<file path="src/rtl/axi_pkg.sv">
// Shared AXI encodings and the read-responder FSM state type.
package axi_pkg;

  localparam logic [1:0] BURST_FIXED = 2'b00;
  localparam logic [1:0] BURST_INCR  = 2'b01;

  localparam logic [1:0] RESP_OKAY   = 2'b00;
  localparam logic [1:0] RESP_SLVERR = 2'b10;

  localparam logic [2:0] SIZE_4B     = 3'b010;

  typedef enum logic [1:0] {
    StIdle,
    StBusy,
    StDrain
  } state_e;

endpackage

</file>
<file path="src/rtl/axi_rd_responder_if.sv">
// AXI3 read-address and read-data channels between a read master and the responder.
interface axi_rd_responder_if #(
  parameter int unsigned ADDR_W = 32,
  parameter int unsigned DATA_W = 32
);

  logic [3:0]        arid;
  logic [ADDR_W-1:0] araddr;
  logic [4:0]        arlen;
  logic [2:0]        arsize;
  logic [1:0]        arburst;
  logic [1:0]        arlock;
  logic [3:0]        arcache;
  logic [2:0]        arprot;
  logic              arvalid;
  logic              arready;

  logic [3:0]        rid;
  logic [DATA_W-1:0] rdata;
  logic [1:0]        rresp;
  logic              rlast;
  logic              rvalid;
  logic              rready;

  modport master (
    output arid, araddr, arlen, arsize, arburst, arlock, arcache, arprot, arvalid, rready,
    input  arready, rid, rdata, rresp, rlast, rvalid
  );

  modport slave (
    input  arid, araddr, arlen, arsize, arburst, arlock, arcache, arprot, arvalid, rready,
    output arready, rid, rdata, rresp, rlast, rvalid
  );

endinterface

</file>
<file path="src/rtl/rd_skid_fifo.sv">
// Two-entry R-beat buffer holding {data, last, resp}; the caller never pushes when full.
module rd_skid_fifo #(
  parameter int unsigned DATA_W = 32
) (
  input  logic              clk,
  input  logic              rst_n,
  input  logic              i_push,
  input  logic [DATA_W-1:0] i_data,
  input  logic              i_last,
  input  logic [1:0]        i_resp,
  input  logic              i_pop,
  output logic [DATA_W-1:0] o_data,
  output logic              o_last,
  output logic [1:0]        o_resp,
  output logic [1:0]        o_count
);

  logic [DATA_W-1:0] r_data [2];
  logic [1:0]        r_last;
  logic [1:0]        r_resp [2];
  logic              r_wr_ptr;
  logic              r_rd_ptr;
  logic [1:0]        r_count;

  always_ff @(posedge clk or negedge rst_n) begin
    if (!rst_n) begin
      r_data[0] <= '0;
      r_data[1] <= '0;
      r_last    <= '0;
      r_resp[0] <= '0;
      r_resp[1] <= '0;
      r_wr_ptr  <= 1'b0;
      r_rd_ptr  <= 1'b0;
      r_count   <= 2'd0;
    end else begin
      if (i_push) begin
        r_data[r_wr_ptr] <= i_data;
        r_last[r_wr_ptr] <= i_last;
        r_resp[r_wr_ptr] <= i_resp;
        r_wr_ptr         <= ~r_wr_ptr;
      end
      if (i_pop) begin
        r_rd_ptr <= ~r_rd_ptr;
      end
      r_count <= r_count + {1'b0, i_push} - {1'b0, i_pop};
    end
  end

  assign o_data  = r_data[r_rd_ptr];
  assign o_last  = r_last[r_rd_ptr];
  assign o_resp  = r_resp[r_rd_ptr];
  assign o_count = r_count;

endmodule

</file>
<file path="src/rtl/axi_rd_responder.sv">
// AXI3 read responder: one AR at a time, one SRAM read per cycle, 2-entry R buffer.
// Optional start-address range check (SLVERR) enabled by AXI_RD_RESP_ERR_EN.
module axi_rd_responder
  import axi_pkg::*;
#(
  parameter int unsigned       ADDR_W  = 32,
  parameter int unsigned       DATA_W  = 32,
  parameter logic [ADDR_W-1:0] ADDR_LO = ADDR_W'(32'h0000_0000),
  parameter logic [ADDR_W-1:0] ADDR_HI = ADDR_W'(32'h0003_FFFF)
) (
  input  logic              aclk,
  input  logic              aresetn,
  axi_rd_responder_if.slave axi,
  output logic              ram_en,
  output logic [ADDR_W-3:0] ram_addr,
  input  logic [DATA_W-1:0] ram_rdata
);

  state_e            r_state;
  state_e            w_state_nxt;
  logic [3:0]        r_id;
  logic [ADDR_W-1:0] r_addr;
  logic [4:0]        r_len;
  logic [1:0]        r_burst;
  logic [5:0]        r_iss_cnt;
  logic [5:0]        r_ret_cnt;
  logic              r_inflight;

  logic              w_accept;
  logic              w_arready;
  logic              w_issue;
  logic              w_push;
  logic              w_pop;
  logic [1:0]        w_count;
  logic [2:0]        w_occ;
  logic [DATA_W-1:0] w_push_data;
  logic [1:0]        w_push_resp;
  logic              w_push_last;
  logic [DATA_W-1:0] w_head_data;
  logic              w_head_last;
  logic [1:0]        w_head_resp;

  assign w_pop  = (w_count != 2'd0) && axi.rready;
  assign w_push = r_inflight;
  // Credit counts the beat leaving this cycle so a steady stream issues every cycle.
  assign w_occ  = {1'b0, w_count} + {2'b00, r_inflight} - {2'b00, w_pop};

  always_ff @(posedge aclk or negedge aresetn) begin
    if (!aresetn) begin
      r_state <= StIdle;
    end else begin
      r_state <= w_state_nxt;
    end
  end

  always_comb begin
    w_state_nxt = r_state;
    w_arready   = 1'b0;
    w_accept    = 1'b0;
    w_issue     = 1'b0;
    unique case (r_state)
      StIdle: begin
        w_arready = 1'b1;
        if (axi.arvalid) begin
          w_accept    = 1'b1;
          w_state_nxt = StBusy;
        end
      end
      StBusy: begin
        w_issue = (w_occ < 3'd2);
        // This issue makes iss_cnt reach arlen+1.
        if (w_issue && (r_iss_cnt == {1'b0, r_len})) begin
          w_state_nxt = StDrain;
        end
      end
      StDrain: begin
        if (w_pop && w_head_last && (w_count == 2'd1) && !w_push) begin
          w_state_nxt = StIdle;
        end
      end
      default: w_state_nxt = StIdle;
    endcase
  end

  always_ff @(posedge aclk or negedge aresetn) begin
    if (!aresetn) begin
      r_id       <= '0;
      r_addr     <= '0;
      r_len      <= '0;
      r_burst    <= BURST_FIXED;
      r_iss_cnt  <= '0;
      r_ret_cnt  <= '0;
      r_inflight <= 1'b0;
    end else begin
      r_inflight <= w_issue;
      if (w_accept) begin
        r_id      <= axi.arid;
        r_addr    <= axi.araddr;
        r_len     <= axi.arlen;
        r_burst   <= axi.arburst;
        r_iss_cnt <= '0;
        r_ret_cnt <= '0;
      end else begin
        if (w_issue) begin
          r_iss_cnt <= r_iss_cnt + 6'd1;
          if (r_burst != BURST_FIXED) begin
            r_addr <= r_addr + ADDR_W'(4);
          end
        end
        if (w_push) begin
          r_ret_cnt <= r_ret_cnt + 6'd1;
        end
      end
    end
  end

  assign w_push_last = (r_ret_cnt == {1'b0, r_len});

`ifdef AXI_RD_RESP_ERR_EN
  logic r_err;
  logic w_unused;

  always_ff @(posedge aclk or negedge aresetn) begin
    if (!aresetn) begin
      r_err <= 1'b0;
    end else if (w_accept) begin
      r_err <= (axi.araddr < ADDR_LO) || (axi.araddr > ADDR_HI);
    end
  end

  // Error bursts keep the issue timing but never touch the SRAM.
  assign ram_en      = w_issue && !r_err;
  assign w_push_data = r_err ? '0 : ram_rdata;
  assign w_push_resp = r_err ? RESP_SLVERR : RESP_OKAY;
  assign w_unused    = ^{axi.arsize, axi.arlock, axi.arcache, axi.arprot};
`else
  logic w_unused;

  assign ram_en      = w_issue;
  assign w_push_data = ram_rdata;
  assign w_push_resp = RESP_OKAY;
  assign w_unused    = ^{axi.arsize, axi.arlock, axi.arcache, axi.arprot, ADDR_LO, ADDR_HI};
`endif

  assign ram_addr = r_addr[ADDR_W-1:2];

  rd_skid_fifo #(
    .DATA_W(DATA_W)
  ) u_fifo (
    .clk    (aclk),
    .rst_n  (aresetn),
    .i_push (w_push),
    .i_data (w_push_data),
    .i_last (w_push_last),
    .i_resp (w_push_resp),
    .i_pop  (w_pop),
    .o_data (w_head_data),
    .o_last (w_head_last),
    .o_resp (w_head_resp),
    .o_count(w_count)
  );

  assign axi.arready = w_arready;
  assign axi.rvalid  = (w_count != 2'd0);
  assign axi.rdata   = w_head_data;
  assign axi.rlast   = w_head_last;
  assign axi.rresp   = w_head_resp;
  assign axi.rid     = r_id;

endmodule

</file>
<file path="src/flat_wrapper.sv">
// flat-port wrapper written by rule: the top's interface ports become plain ports
module axi_rd_responder_flat import axi_pkg::*;
#(
  parameter int unsigned       ADDR_W  = 32,
  parameter int unsigned       DATA_W  = 32,
  parameter logic [ADDR_W-1:0] ADDR_LO = ADDR_W'(32'h0000_0000),
  parameter logic [ADDR_W-1:0] ADDR_HI = ADDR_W'(32'h0003_FFFF)
)
  (aclk, aresetn, ram_en, ram_addr, ram_rdata, axi_arid, axi_araddr, axi_arlen, axi_arsize, axi_arburst, axi_arlock, axi_arcache, axi_arprot, axi_arvalid, axi_rready, axi_arready, axi_rid, axi_rdata, axi_rresp, axi_rlast, axi_rvalid);
  axi_rd_responder_if #(.ADDR_W(ADDR_W), .DATA_W(DATA_W)) axi_i ();
  input  logic aclk;
  input  logic aresetn;
  output logic ram_en;
  output logic [ADDR_W-3:0] ram_addr;
  input  logic [DATA_W-1:0] ram_rdata;
  input wire logic [$bits(axi_i.arid)-1:0] axi_arid;
  input wire logic [$bits(axi_i.araddr)-1:0] axi_araddr;
  input wire logic [$bits(axi_i.arlen)-1:0] axi_arlen;
  input wire logic [$bits(axi_i.arsize)-1:0] axi_arsize;
  input wire logic [$bits(axi_i.arburst)-1:0] axi_arburst;
  input wire logic [$bits(axi_i.arlock)-1:0] axi_arlock;
  input wire logic [$bits(axi_i.arcache)-1:0] axi_arcache;
  input wire logic [$bits(axi_i.arprot)-1:0] axi_arprot;
  input wire logic [$bits(axi_i.arvalid)-1:0] axi_arvalid;
  input wire logic [$bits(axi_i.rready)-1:0] axi_rready;
  output wire logic [$bits(axi_i.arready)-1:0] axi_arready;
  output wire logic [$bits(axi_i.rid)-1:0] axi_rid;
  output wire logic [$bits(axi_i.rdata)-1:0] axi_rdata;
  output wire logic [$bits(axi_i.rresp)-1:0] axi_rresp;
  output wire logic [$bits(axi_i.rlast)-1:0] axi_rlast;
  output wire logic [$bits(axi_i.rvalid)-1:0] axi_rvalid;
  assign axi_i.arid = axi_arid;
  assign axi_i.araddr = axi_araddr;
  assign axi_i.arlen = axi_arlen;
  assign axi_i.arsize = axi_arsize;
  assign axi_i.arburst = axi_arburst;
  assign axi_i.arlock = axi_arlock;
  assign axi_i.arcache = axi_arcache;
  assign axi_i.arprot = axi_arprot;
  assign axi_i.arvalid = axi_arvalid;
  assign axi_i.rready = axi_rready;
  assign axi_arready = axi_i.arready;
  assign axi_rid = axi_i.rid;
  assign axi_rdata = axi_i.rdata;
  assign axi_rresp = axi_i.rresp;
  assign axi_rlast = axi_i.rlast;
  assign axi_rvalid = axi_i.rvalid;
  axi_rd_responder #(.ADDR_W(ADDR_W), .DATA_W(DATA_W), .ADDR_LO(ADDR_LO), .ADDR_HI(ADDR_HI)) u_core (.aclk(aclk), .aresetn(aresetn), .axi(axi_i), .ram_en(ram_en), .ram_addr(ram_addr), .ram_rdata(ram_rdata));
endmodule
</file>
<file path="config.mk">
export PLATFORM = sky130hd
export DESIGN_NAME = axi_rd_responder_flat
export DESIGN_NICKNAME = d
export VERILOG_FILES = /design/src/rtl/axi_pkg.sv /design/src/rtl/axi_rd_responder_if.sv /design/src/rtl/rd_skid_fifo.sv /design/src/rtl/axi_rd_responder.sv /design/src/flat_wrapper.sv
export SDC_FILE = /design/constraint.sdc
export NUM_CORES = 1
export LEC_CHECK = 0
export CORE_ASPECT_RATIO = 1.5
export CORE_UTILIZATION = 39
export DETAILED_ROUTE_END_ITERATION = 10
export HOLD_SLACK_MARGIN = 0.12
export PLACE_DENSITY = 0.69
export SLEW_MARGIN = 30
export SYNTH_ARGS = -nofsm -noshare
export SYNTH_HDL_FRONTEND = slang
export SYNTH_SLANG_ARGS = --single-unit
</file>
<file path="constraint.sdc">
create_clock -name aclk -period 4.4 [get_ports aclk]
set_clock_uncertainty 0.05 [all_clocks]
set_input_delay 1.32 -clock aclk [delete_from_list [all_inputs] [get_ports aclk]]
set_output_delay 1.32 -clock aclk [all_outputs]
set_load 0.02 [all_outputs]
</file>
# Word level (Yosys, flattened, before mapping)
# Index checks and enable logic that the tools add are counted.
[classes] eq_ne=8 magnitude_cmp=7 n_mux=31 n_reduce_logical=16 add_sub_neg=7 bitwise_logic=6
[op_table] cell="$mux 32" n=7
[op_table] cell="$bwmux 64" n=1
[op_table] cell="$add 32x3->32 const B" n=1
[op_table] cell="$demux 32 s1" n=1
[op_table] cell="$mux 6" n=4
[op_table] cell="$mux 2" n=7
[op_table] cell="$add 6x1->6 const B" n=2
[op_table] cell="$eq 6x5->1" n=2
[op_table] cell="$reduce_bool 2->1" n=5
[op_table] cell="$logic_and 1x1->1" n=7
[op_table] cell="$mux 1" n=7
[op_table] cell="$pmux 2 s3" n=1
[op_table] cell="$and 4x4->4" n=1
[op_table] cell="$eq 2x1->1 const B" n=2
[op_table] cell="$ge 2x2->1 const B" n=2
[op_table] cell="$lt 1x2->1 const B" n=2
[op_table] cell="$ne 2x1->1 const B" n=2
[op_table] cell="$not 1->2" n=2
[op_table] cell="$not 4->4" n=1
[op_table] cell="$add 2x1->3" n=1
[op_table] cell="$lt 3x2->1 const B" n=1
[op_table] cell="$reduce_and 3->1" n=1
[op_table] cell="$sub 3x1->3" n=1
[op_table] cell="$add 2x1->2" n=1
[op_table] cell="12 further kinds" n=13
[totals] wordCells=91 reg_bits=132 inputBits=91

# Depth between registers and ports, before layout
# Gate-level depths: netlist of run 1.
[depth] depth_word=7 depth_mapped=12

# Modules after synthesis
# Synthesis of run 1 repeated with hierarchy kept, for this count alone.
[hier_totals] cells_unflattened=524 hier_area_um2=6359.8
[modules_own_cells] mod="rd_skid_fifo" n_inst=1 seq_area_each_um2=1851.8 area_each_um2=3362.0 cells_per_inst=200
[modules_own_cells] mod="axi_rd_responder" n_inst=1 seq_area_each_um2=1401.3 area_each_um2=2997.9 cells_per_inst=324

# Worst setup path before layout of run 1
# No wires, ideal clock.
[synth_timing] kind="input to output" from="input port axi_rready" to="output port ram_en" slack_ps=-351 t_arrival_ps=3381 required_time_ps=3030 stages=7 cell_sequence="and2_1 > ha_1 > inv_1 > ha_1 > fa_1 > or3b_4 > nor2_1"
[synth_via] elab_chain_cells=4
[synth_rtl] element="start, declared" line_no="flat_wrapper.sv:25" rtl="input wire logic [$bits(axi_i.rready)-1:0] axi_rready;"
[synth_rtl] element="$logic_and 1x1->1" line_no="axi_rd_responder.sv:43" rtl="assign w_pop = (w_count != 2'd0) && axi.rready;"
[synth_rtl] element="$sub 3x1->3" line_no="axi_rd_responder.sv:46" rtl="assign w_occ = {1'b0, w_count} + {2'b00, r_inflight} - {2'b00, w_pop};"
[synth_rtl] element="named net u_core.w_occ[1]" line_no="axi_rd_responder.sv:35" rtl="logic [2:0] w_occ;"
[synth_rtl] element="$lt 3x2->1" line_no="axi_rd_responder.sv:70" rtl="w_issue = (w_occ < 3'd2);"
[synth_rtl] element="$mux 1" line_no="axi_rd_responder.sv:61" rtl="unique case (r_state)"
[synth_rtl] element="end, declared" line_no="flat_wrapper.sv:13" rtl="output logic ram_en;"
# The timed path passes the listed nets, and every way through them passes these cells.

# Worst setup path after layout of run 1
[layout_timing] from="input port axi_rready" to="output port ram_en"
[layout_via] elab_chain_cells=4
[layout_rtl] element="$logic_and 1x1->1" line_no="axi_rd_responder.sv:43"
[layout_rtl] element="named net u_core.u_fifo.i_pop" line_no="rd_skid_fifo.sv:11" rtl="input logic i_pop,"
[layout_rtl] element="$sub 3x1->3" line_no="axi_rd_responder.sv:46"
[layout_rtl] element="named net u_core.w_occ[1]" line_no="axi_rd_responder.sv:35"
[layout_rtl] element="$lt 3x2->1" line_no="axi_rd_responder.sv:70"
[layout_rtl] element="$mux 1" line_no="axi_rd_responder.sv:61"
# The timed path passes the listed nets, and every way through them passes these cells.

==> key figures, run 1 <==
CTS
  • CTS Buf Count: 17
  • CTS tree: yes
  • Hold buffers post-CTS: 0
  • Worst-Skew Late Latency: 0.41 ns
  • CTS H-tree lvls: 4
  • Clock Pin Slew Worst Setup and Hold Paths: approximately 0.06 ns
  • # clock sinks: 130
  • Maximum root-to-sink buffer count: 2
  • Clock root cell: clkbuf_16

Yosys
  • Syn Area/Cell: 11.6 um^2
  • Most used DFF post-synth: dfrtp_1
  • Cells after Synth: 521
  • Synthesis-stage register bit count: between 100 and 150
  • Register area share after synthesis: 0.540
  • Yosys Warn Count: 0
  • Syn Nets: ~620
  • Post-synth EDFFs: 0
  • Cell Area, Synth: 6020 um^2
  • Async SR Flop Fraction: 1.00
  • Synth unique cells: 36

STA
  • Slew Limit Fails: 0
  • Unrepaired setup endpoints after global routing: yes
  • Setup WS post-layout: -0.114 ns
  • Tcrit/Tclk final: 1.03
  • Worst-Margin Slew: a little over 0.7 ns
  • Max-slew headroom at the worst pin: 0.524
  • Setup violations, final: 1
  • Tmin final: 4.51 ns
  • WHS: between 0.4 and 0.5 ns
  • Peak Freq: 222 MHz
  • Hold Violations, Final: 0

Drt
  • Detailed Route Iter0 Violations: roughly 140
  • Final ANT Viol Nets: 0
  • Avg WL per Cell: approximately 16 um
  • DRT Pass-1 Iters: 6
  • Final WL: 14300 um
  • Vias post-DR: between 4000 and 5000
  • Via/cell ratio: 5.06
  • DRC: 0

Layout
  • Post-Layout Inst Area: 8520 um^2
  • Layout net count: 782
  • Fillcell total: 1238
  • Most frequent cells in the layout: clkdlybuf4s50_1 (145), dfrtp_1 (130), mux2_2 (98)
  • Most common cell after layout, fill and taps aside: clkdlybuf4s50_1
  • Antenna diodes: 0
  • Area delta synth->final: 41.5%
  • Share of cells above drive strength 1: 0.239

Worst hold path
  • Worst Hold Class: flip-flop to flip-flop

Global route
  • Antenna violations before repair: 0
  • First-pass GRT wire length: 23100 um
  • Largest net degree at the start of global routing: 79
  • Grt total ovfl: 0
  • Total GRT Usage: 0.189
  • Number of global-route vias before repair: 4851

Die
  • Die Height: 154 um
  • Io pins: 163
  • Effective utilization at floorplan: 0.400
  • DIE AREA: between 15000 and 20000 um^2
  • Row Count: between 50 and 60
  • Die width: 103 um
  • Std-Cell Core Area: 15100 um^2

Power
  • Leakage: 3.54 nW
  • Power per cell area: 805 nW/um^2
  • Worst IR drop on VDD: 336 uV

Critical path
  • Startpoint type of the worst setup path: primary input
  • Critical path peak fanout: 3
  • Crit. End Element: output port
  • CP required: between 3 and 4 ns
  • Worst Path Arrival: 3.14 ns
  • Critical path class: primary input to output port

Placed design
  • Number of buffers added on ports: roughly 150
  • GP Congestion: around 0.85
  • DP HPWL: between 9000 and 10000 um
  • Placed Area: 7880 um^2

Run status
  • Status: complete, but fails checks
  • Failing checks: setup timing

Run
  • Max-Cap Viols: 0
## cell usage after synthesis, types with 2 or more instances
master	instances	area share
a31oi_1	9	0.0093
mux2_2	98	0.18
mux2i_1	3	0.0050
nand2_1	69	0.043
clkbuf_1	23	0.014
nand3_1	8	0.0066
xnor2_1	13	0.019
nor4_1	2	0.0021
ha_1	5	0.010
dfrtp_1	130	0.54
nor2b_1	3	0.0031
and2_1	6	0.0062
and3_1	5	0.0052
o21ai_0	7	0.0058
o21ai_1	22	0.018
or4_1	3	0.0037
a21oi_1	4	0.0033
o31ai_1	2	0.0025
nand4_1	19	0.020
inv_1	8	0.0050
and4_1	4	0.0058
xor2_1	28	0.041
nor2_1	29	0.018
or3_1	9	0.0093
## area by class of cell
class / count / area, um^2 / area share
Inverter: 8 / 32.5 / 0.00382
Sequential cell: 130 / 3250 / 0.382
Timing Repair Buffer: 169 / 1660 / 0.195
Tap cell: 199 / 249 / 0.0292
Multi-Input combinational cell: 359 / 2700 / 0.316
Clock inverter: 14 / 190 / 0.0223
Clock buffer: 18 / 439 / 0.0515
## repair_timing
item	in CTS	in global routing
resized for setup	13	0
endpoints found under the setup margin	1	1
endpoints found under the hold margin	0	0
pin swaps	6	1
buffers inserted	1	0
## report_power, final
part	internal [W]	switching [W]	total (W)
registers	0.00176	0.000430	0.00219
logic	0.00170	0.00147	0.00317
clock network	0.000928	0.000568	0.00150
## flip-flops by register name (all words and copies together), names as in the netlist
signal / flops
u_core.r_burst: 2
u_core.r_ret_cnt: 6
u_core.r_state: 2
u_core.r_inflight: 1
u_core.r_addr: 30
u_core.u_fifo.r_rd_ptr: 1
u_core.u_fifo.r_resp: 4
u_core.u_fifo.r_last: 2
u_core.r_len: 5
u_core.axi.rid: 4
u_core.r_iss_cnt: 6
u_core.u_fifo.o_count: 2
u_core.u_fifo.r_wr_ptr: 1
u_core.u_fifo.r_data: 64
## critical path: stages
cell    delay [ns]
buf_6         0.09
and2_4        0.16
ha_4          0.26
inv_4         0.03
ha_4          0.14
fa_1          0.48
or3b_4        0.42
nor2_4        0.11
buf_6         0.13
## kinds of logic (layout without fill, tap and decap cells)
family | count (synthesis) | in the layout | share of synthesized area
AND/OR/NAND/NOR | 163 | 163 | 0.134
flip-flops | 130 | 130 | 0.540
multiplexers | 101 | 101 | 0.188
AO/OA/AOI/OAI | 48 | 48 | 0.0445
XOR/XNOR | 41 | 41 | 0.0596
buffers and inverters | 32 | 209 | 0.0199
adder cells (fa/ha/maj) | 6 | 6 | 0.0137
## worst paths after layout
| check | from | endpoint | slack [ns] | cells past startpoint |
|---|---|---|---|---|
| worst max-delay path | axi_rready | ram_en | -0.11 | 9 |
| worst min-delay path | u_core.u_fifo.r_last[1]$_DFFE_PN0P_ | u_core.u_fifo.r_last[1]$_DFFE_PN0P_ | 0.43 | 2 |
| worst max register to register | u_core.u_fifo.o_count[1]$_DFF_PN0_ | u_core.r_addr[29]$_DFFE_PN0P_ | 0.84 | 12 |
| worst min register to register | u_core.u_fifo.r_last[1]$_DFFE_PN0P_ | u_core.u_fifo.r_last[1]$_DFFE_PN0P_ | 0.43 | 2 |
| max in group asynchronous | aresetn | u_core.u_fifo.r_data[43]$_DFFE_PN0P_ | 2.55 | 2 |
| min in group asynchronous | aresetn | u_core.u_fifo.r_data[17]$_DFFE_PN0P_ | 0.89 | 1 |
## through the flow
step	setup TNS, ns	instances	worst slack, ns	utilization	power, W
finish	-0.114	897	-0.114	0.565	0.00686
floorplan	-0.00495	521	-0.00495	-	0.00402
CTS	-0.139	897	-0.139	0.565	0.00696
detailed placement	-4.40	864	-1.01	0.523	0.00538
global placement	-3.39	863	-0.976	0.521	0.00526
global route	-0.163	897	-0.163	0.565	0.00730
## metal layers
| metal | GRT usage | vias to the layer above | routed length [um] | part of all wire |
|---|---|---|---|---|
| met4 | 0.0751 | 0 | 206 | 0.014 |
| met5 | 0 | - | 0 | 0 |
| met3 | 0.0506 | 15 | 829 | 0.058 |
| met1 | 0.210 | 2226 | 5890 | 0.41 |
| met2 | 0.334 | 155 | 7360 | 0.52 |
| li1 | - | 2142 | - | - |
No activity file was read; power rests on OpenSTA's default activity.
==> inputs of run 2 (changes only) <==
Settings changed: CORE_UTILIZATION 39 to 35, PLACE_DENSITY 0.69 to unset.
==> key figures, run 2 (synthesized netlist as in run 1, its figures left out) <==
Run status
  • Status: complete, but fails checks (unchanged)
  • Failing checks: setup timing (unchanged)

Worst hold path
  • Worst Hold Class: flip-flop to flip-flop (unchanged)

Power
  • Leakage: 3.55 nW (was 3.54 nW)
  • Worst IR drop on VDD: 426 uV (was 336 uV)
  • Power per cell area: 810 nW/um^2 (was 805 nW/um^2)

Drt
  • DRT Pass-1 Iters: 5 (was 6)
  • Via/cell ratio: 5.07 (was 5.06)
  • Final WL: 14700 um (was 14300 um)
  • Vias post-DR: 4604 (was 4538)
  • DRC: 0 (unchanged)
  • Final ANT Viol Nets: 0 (unchanged)
  • Avg WL per Cell: 16.2 um (was 15.9 um)
  • Detailed Route Iter0 Violations: 218 (was 141)

Critical path
  • Slowest stage delay, CP: 0.48 ns (about the same)
  • Critical path class: primary input to output port (unchanged)
  • Worst Path Arrival: 3.14 ns (about the same)
  • Critical path peak fanout: 3 (unchanged)
  • Crit-path cells: buf_6 > and2_4 > ha_4 > inv_4 > ha_4 > fa_1 > or3b_4 > nor2_4 > buf_6 (unchanged)
  • Startpoint type of the worst setup path: primary input (unchanged)
  • CP required: 3.03 ns (about the same)
  • Worst path slowest cell: fa_1 (unchanged)
  • Crit. End Element: output port (unchanged)

CTS
  • # clock sinks: 130 (unchanged)
  • Hold buffers post-CTS: 0 (unchanged)
  • CTS tree: yes (unchanged)
  • Clock root cell: clkbuf_16 (unchanged)
  • Worst-Skew Late Latency: 0.42 ns (was 0.41 ns)
  • Clock Pin Slew Worst Setup and Hold Paths: 0.06 ns (about the same)
  • CTS H-tree lvls: 4 (unchanged)
  • CTS Buf Count: 17 (unchanged)
  • Maximum root-to-sink buffer count: 2 (unchanged)

Global route
  • Number of global-route vias before repair: 4985 (was 4851)
  • First-pass GRT wire length: 24300 um (was 23100 um)
  • Total GRT Usage: 0.177 (was 0.189)
  • Grt total ovfl: 0 (unchanged)
  • Antenna violations before repair: 0 (unchanged)
  • Largest net degree at the start of global routing: 80 (was 79)

Layout
  • Max reg flops: 64 (unchanged)
  • Share of cells above drive strength 1: 0.238 (was 0.239)
  • Layout net count: 782 (unchanged)
  • Fillcell total: 1534 (was 1238)
  • Reg area: 3250 um^2 (unchanged)
  • Largest Register: u_core.u_fifo.r_data (unchanged)
  • Antenna diodes: 0 (unchanged)
  • Most frequent cells in the layout: clkdlybuf4s50_1 (145), dfrtp_1 (130), mux2_2 (98) (unchanged)
  • Largest regs: u_core.u_fifo.r_data x64, u_core.r_addr x30 (unchanged)
  • Most common cell after layout, fill and taps aside: clkdlybuf4s50_1 (unchanged)
  • Final core utilization: 0.509 (was 0.565)
  • Multi-input logic area: 2690 um^2 (was 2700 um^2)
  • Area delta synth->final: 42.3% (was 41.5%)

Die
  • Io pins: 163 (unchanged)
  • Row Count: 58 (was 55)
  • Die Height: 163 um (was 154 um)
  • DIE AREA: 17700 um^2 (was 16000 um^2)
  • Std-Cell Core Area: 16800 um^2 (was 15100 um^2)
  • Die width: 109 um (was 103 um)
  • Effective utilization at floorplan: 0.358 (was 0.400)

Run
  • Max-Cap Viols: 0 (unchanged)

STA
  • Peak Freq: 222 MHz (about the same)
  • Unrepaired setup endpoints after global routing: yes (unchanged)
  • Setup violations, final: 1 (unchanged)
  • Tcrit/Tclk final: 1.03 (about the same)
  • Max-slew headroom at the worst pin: 0.422 (was 0.524)
  • Slew Limit Fails: 0 (unchanged)
  • Hold Violations, Final: 0 (unchanged)
  • Setup WS post-layout: -0.113 ns (was -0.114 ns)
  • Tmin final: 4.51 ns (about the same)
  • Worst-Margin Slew: 0.866 ns (was 0.713 ns)

Placed design
  • Pre-CTS setup slack: -1.02 ns (was -1.01 ns)
  • Number of buffers added on ports: 148 (unchanged)
  • DP HPWL: 10300 um (was 9980 um)
  • GP Congestion: 0.889 (was 0.855)
-- run 2: changes by cell type in the layout (fill, tap and decap cells not counted), sizes merged --
cell / before / now
bufinv: 3 / 5
clkbuf: 18 / 17
clkinvlp: 0 / 2
inv: 16 / 10
clkinv: 3 / 6
-- run 2: final timing paths --
check | startpoint | end | slack (ns) | depth (start not counted)
max | axi_rready | ram_en | -0.11 | 9
min | u_core.r_burst[1]$_DFFE_PN0P_ | u_core.r_burst[1]$_DFFE_PN0P_ | 0.43 | 2
max reg2reg | u_core.u_fifo.o_count[1]$_DFF_PN0_ | u_core.r_addr[25]$_DFFE_PN0P_ | 0.70 | 14
min reg2reg | u_core.r_burst[1]$_DFFE_PN0P_ | u_core.r_burst[1]$_DFFE_PN0P_ | 0.43 | 2
max in group asynchronous | aresetn | u_core.r_addr[23]$_DFFE_PN0P_ | 2.53 | 2
min in group asynchronous | aresetn | u_core.u_fifo.r_data[55]$_DFFE_PN0P_ | 0.90 | 1
-- run 2: worst max-delay path, delay by kind of cell --
family / cells / cell delay, ns
buf+inv: 3 / 0.25
simple gates: 3 / 0.68
fa+ha+maj: 3 / 0.89
-- run 2: per-stage QoR --
stage | total power, W | std cells | hold slack (ns) | setup TNS, ns | cell area [um^2]
detailed placement | 0.00540 | 875 | 0.416 | -4.66 | 7900
floorplan | 0.00402 | 521 | 0.396 | -0.00495 | 6060
global placement | 0.00528 | 874 | 0.411 | -3.44 | 7870
global route | 0.00739 | 908 | 0.453 | -0.149 | 8570
finish | 0.00694 | 908 | 0.428 | -0.113 | 8570
CTS | 0.00704 | 908 | 0.430 | -0.146 | 8570
-- run 2: what timing repair did --
action	4_1_cts	5_1_grt
gates resized for setup	13	0
setup buffers	1	0
pin swaps	6	1
cloned	0	0
setup endpoints to repair	1	1
-- run 2: final cells by class --
type,instances,area share
repair buffers,169,0.195
clock inverters,15,0.0270
clock buffers,17,0.0496
multi-input cells,359,0.314
inverters,8,0.00380
well taps,210,0.0307
flip-flops and latches,130,0.380
-- run 2: routing by layer --
layer / vias to the layer above / track usage / part of all wire
li1: 2144 / - / -
met2: 197 / 0.298 / 0.50
met1: 2246 / 0.204 / 0.40
met4: 0 / 0.0670 / 0.018
met3: 17 / 0.0620 / 0.079
met5: - / 0 / 0
-- run 2: power breakdown --
part | internal [W] | switching (W)
registers | 0.00176 | 0.000424
clock network | 0.00101 | 0.000551
logic | 0.00171 | 0.00149
total | 0.00448 | 0.00246
==> inputs of run 3 (changes only) <==
Settings changed: PLACE_DENSITY set to 0.65.
==> key figures, run 3 (synthesized netlist as in run 1, its figures left out) <==
Run status
  • Status: complete, but fails checks (unchanged)
  • Failing checks: setup timing (unchanged)

Die
  • Row Count: 58 (unchanged)
  • DIE AREA: 17700 um^2 (unchanged)
  • Die Height: 163 um (unchanged)
  • Std-Cell Core Area: 16800 um^2 (unchanged)
  • Die width: 109 um (unchanged)
  • Effective utilization at floorplan: 0.358 (unchanged)
  • Io pins: 163 (unchanged)

Global route
  • Antenna violations before repair: 0 (unchanged)
  • Total GRT Usage: 0.174 (was 0.177)
  • Number of global-route vias before repair: 4914 (was 4985)
  • Grt total ovfl: 0 (unchanged)
  • First-pass GRT wire length: 24000 um (was 24300 um)
  • Largest net degree at the start of global routing: 70 (was 80)

Power
  • Net Sw Power: 0.00246 W (about the same)
  • Total power: 0.00698 W (was 0.00694 W)
  • Power per cell area: 814 nW/um^2 (was 810 nW/um^2)
  • Clock power share: 0.234 (was 0.225)
  • Int Power: 0.00452 W (was 0.00448 W)
  • Worst IR drop on VDD: 401 uV (was 426 uV)
  • Combinational share of power: 0.452 (was 0.460)
  • Leakage: 3.55 nW (about the same)
  • Sw frac: 0.353 (was 0.355)
  • Flop pwr share: 0.314 (was 0.315)

Critical path
  • Buffers & Inverters on Critical Path: 3 (unchanged)
  • Worst path slowest cell: fa_1 (unchanged)
  • Crit-path cells: buf_6 > and2_4 > ha_4 > inv_2 > ha_4 > fa_1 > or3b_4 > nor2_4 > buf_6 (was buf_6 > and2_4 > ha_4 > inv_4 > ha_4 > fa_1 > or3b_4 > nor2_4 > buf_6)
  • CP required: 3.03 ns (about the same)
  • FF-to-FF setup slack: 0.85 ns (was 0.70 ns)
  • Worst Path Arrival: 3.12 ns (was 3.14 ns)
  • Crit. End Element: output port (unchanged)
  • Reg2reg start: u_core.u_fifo.o_count[1]$_DFF_PN0_ (unchanged)
  • Startpoint type of the worst setup path: primary input (unchanged)
  • Crit path to: ram_en (unchanged)
  • Slowest stage delay, CP: 0.47 ns (was 0.48 ns)
  • RR Endpoint: u_core.r_addr[29]$_DFFE_PN0P_ (was u_core.r_addr[25]$_DFFE_PN0P_)
  • WP depth: 9 (unchanged)
  • Top delay family on crit path: adder cells (unchanged)
  • R2R cell count: 12 (was 14)
  • Critical path class: primary input to output port (unchanged)
  • Critical Path Source: axi_rready (unchanged)
  • Critical path peak fanout: 3 (unchanged)

CTS
  • # clock sinks: 130 (unchanged)
  • Hold buffers post-CTS: 0 (unchanged)
  • CTS H-tree lvls: 4 (unchanged)
  • Clock Pin Slew Worst Setup and Hold Paths: 0.06 ns (about the same)
  • Worst-Skew Late Latency: 0.40 ns (was 0.42 ns)
  • CTS Buf Count: 17 (unchanged)
  • CTS tree: yes (unchanged)
  • Clock root cell: clkbuf_16 (unchanged)
  • Maximum root-to-sink buffer count: 2 (unchanged)

Drt
  • Vias post-DR: 4538 (was 4604)
  • Avg WL per Cell: 16.3 um (was 16.2 um)
  • DRC: 0 (unchanged)
  • Via/cell ratio: 5.01 (was 5.07)
  • Final WL: 14700 um (about the same)
  • Final ANT Viol Nets: 0 (unchanged)
  • Detailed Route Iter0 Violations: 150 (was 218)
  • DRT Pass-1 Iters: 4 (was 5)

Placed design
  • Number of buffers added on ports: 148 (unchanged)
  • DP HPWL: 10200 um (was 10300 um)
  • Pre-CTS setup slack: -0.951 ns (was -1.02 ns)
  • GP Congestion: 0.829 (was 0.889)
  • Placed Area: 7900 um^2 (about the same)
  • Cell count after placement: 874 (was 875)

STA
  • Setup violations, final: 1 (unchanged)
  • Unrepaired setup endpoints after global routing: yes (unchanged)
  • Setup WS post-layout: -0.0863 ns (was -0.113 ns)
  • Slew Limit Fails: 0 (unchanged)
  • Hold Violations, Final: 0 (unchanged)
  • Max-slew headroom at the worst pin: 0.448 (was 0.422)
  • Tcrit/Tclk final: 1.02 (was 1.03)
  • Worst-Margin Slew: 0.827 ns (was 0.866 ns)
  • Tmin final: 4.49 ns (was 4.51 ns)
  • Peak Freq: 223 MHz (was 222 MHz)

Layout
  • Reg area: 3250 um^2 (unchanged)
  • Layout Cells excl Fill: 906 (was 908)
  • Share of cells above drive strength 1: 0.237 (was 0.238)
  • Antenna diodes: 0 (unchanged)
  • Most frequent cells in the layout: clkdlybuf4s50_1 (145), dfrtp_1 (130), mux2_2 (98) (unchanged)
  • Area delta synth->final: 42.4% (was 42.3%)
  • Post-Layout Inst Area: 8580 um^2 (was 8570 um^2)
  • Largest Register: u_core.u_fifo.r_data (unchanged)
  • Max reg flops: 64 (unchanged)
  • Fillcell total: 1513 (was 1534)
  • Multi-input logic area: 2700 um^2 (was 2690 um^2)
  • Largest regs: u_core.u_fifo.r_data x64, u_core.r_addr x30 (unchanged)
  • Layout net count: 780 (was 782)
  • Most common cell after layout, fill and taps aside: clkdlybuf4s50_1 (unchanged)

Worst hold path
  • Worst Hold Class: flip-flop to flip-flop (unchanged)

Run
  • Max-Cap Viols: 0 (unchanged)
run 3: changes by cell type in the layout (fill, tap and decap cells not counted):
cell | before | now
nand2_1 | 69 | 68
inv_4 | 1 | 0
nand2_2 | 0 | 1
inv_2 | 0 | 1
buf_4 | 20 | 18
bufinv_16 | 5 | 6
clkinv_4 | 5 | 2
inv_6 | 2 | 4
run 3: stage by stage:
step,hold WS [ns],util,TNS (ns)
finish,0.430,0.509,-0.0863
global route,0.451,0.509,-0.125
CTS,0.432,0.509,-0.120
detailed placement,0.418,0.469,-3.86
global placement,0.409,0.467,-3.40
floorplan,0.396,-,-0.00495
run 3: routing by layer:
metal  vias to the layer above  GRT usage  part of all wire
met5                         -          0                 0
li1                       2145          -                 -
met3                        10     0.0496             0.063
met1                      2241      0.202              0.42
met4                         0     0.0645             0.013
met2                       142      0.300              0.50
run 3: tightest hold or removal path, delay by kind of cell (launching register included):
kind / cells / cell delay [ns]
simple gates: 2 / 0.11
flops: 1 / 0.34
run 3: area by class of cell:
cell class                      count  share of cell area
Timing Repair Buffer              167               0.193
Sequential cell                   130               0.379
Multi-Input combinational cell    359               0.314
Inverter                            8             0.00350
Clock buffer                       17              0.0496
Clock inverter                     15              0.0295
Tap cell                          210              0.0306
run 3: worst min path at each step:
stage / from / to / slack, ns / cells after the start
floorplan: u_core.r_burst[1]$_DFFE_PN0P_ / u_core.r_burst[1]$_DFFE_PN0P_ / 0.40 / 2
detailed placement: u_core.r_burst[0]$_DFFE_PN0P_ / u_core.r_burst[0]$_DFFE_PN0P_ / 0.42 / 2
global placement: u_core.r_burst[1]$_DFFE_PN0P_ / u_core.r_burst[1]$_DFFE_PN0P_ / 0.41 / 2
finish: u_core.axi.rid[2]$_DFFE_PN0P_ / u_core.axi.rid[2]$_DFFE_PN0P_ / 0.43 / 2
global route: u_core.r_burst[0]$_DFFE_PN0P_ / u_core.r_burst[0]$_DFFE_PN0P_ / 0.45 / 2
CTS: u_core.r_burst[0]$_DFFE_PN0P_ / u_core.r_burst[0]$_DFFE_PN0P_ / 0.43 / 2
run 3: power groups by stage:
stage | sequential (W) | clock, W | combinational [W]
global route | 0.00228 | 0.00173 | 0.00340
floorplan | 0.00227 | 0 | 0.00175
detailed placement | 0.00220 | 0 | 0.00319
finish | 0.00219 | 0.00163 | 0.00316
global placement | 0.00216 | 0 | 0.00312
CTS | 0.00219 | 0.00167 | 0.00321
run 3: repair_timing:
item | CTS | global route
gates resized for setup | 11 | 0
pin swaps | 6 | 1
endpoints found under the setup margin | 1 | 1
buffers inserted | 0 | 0
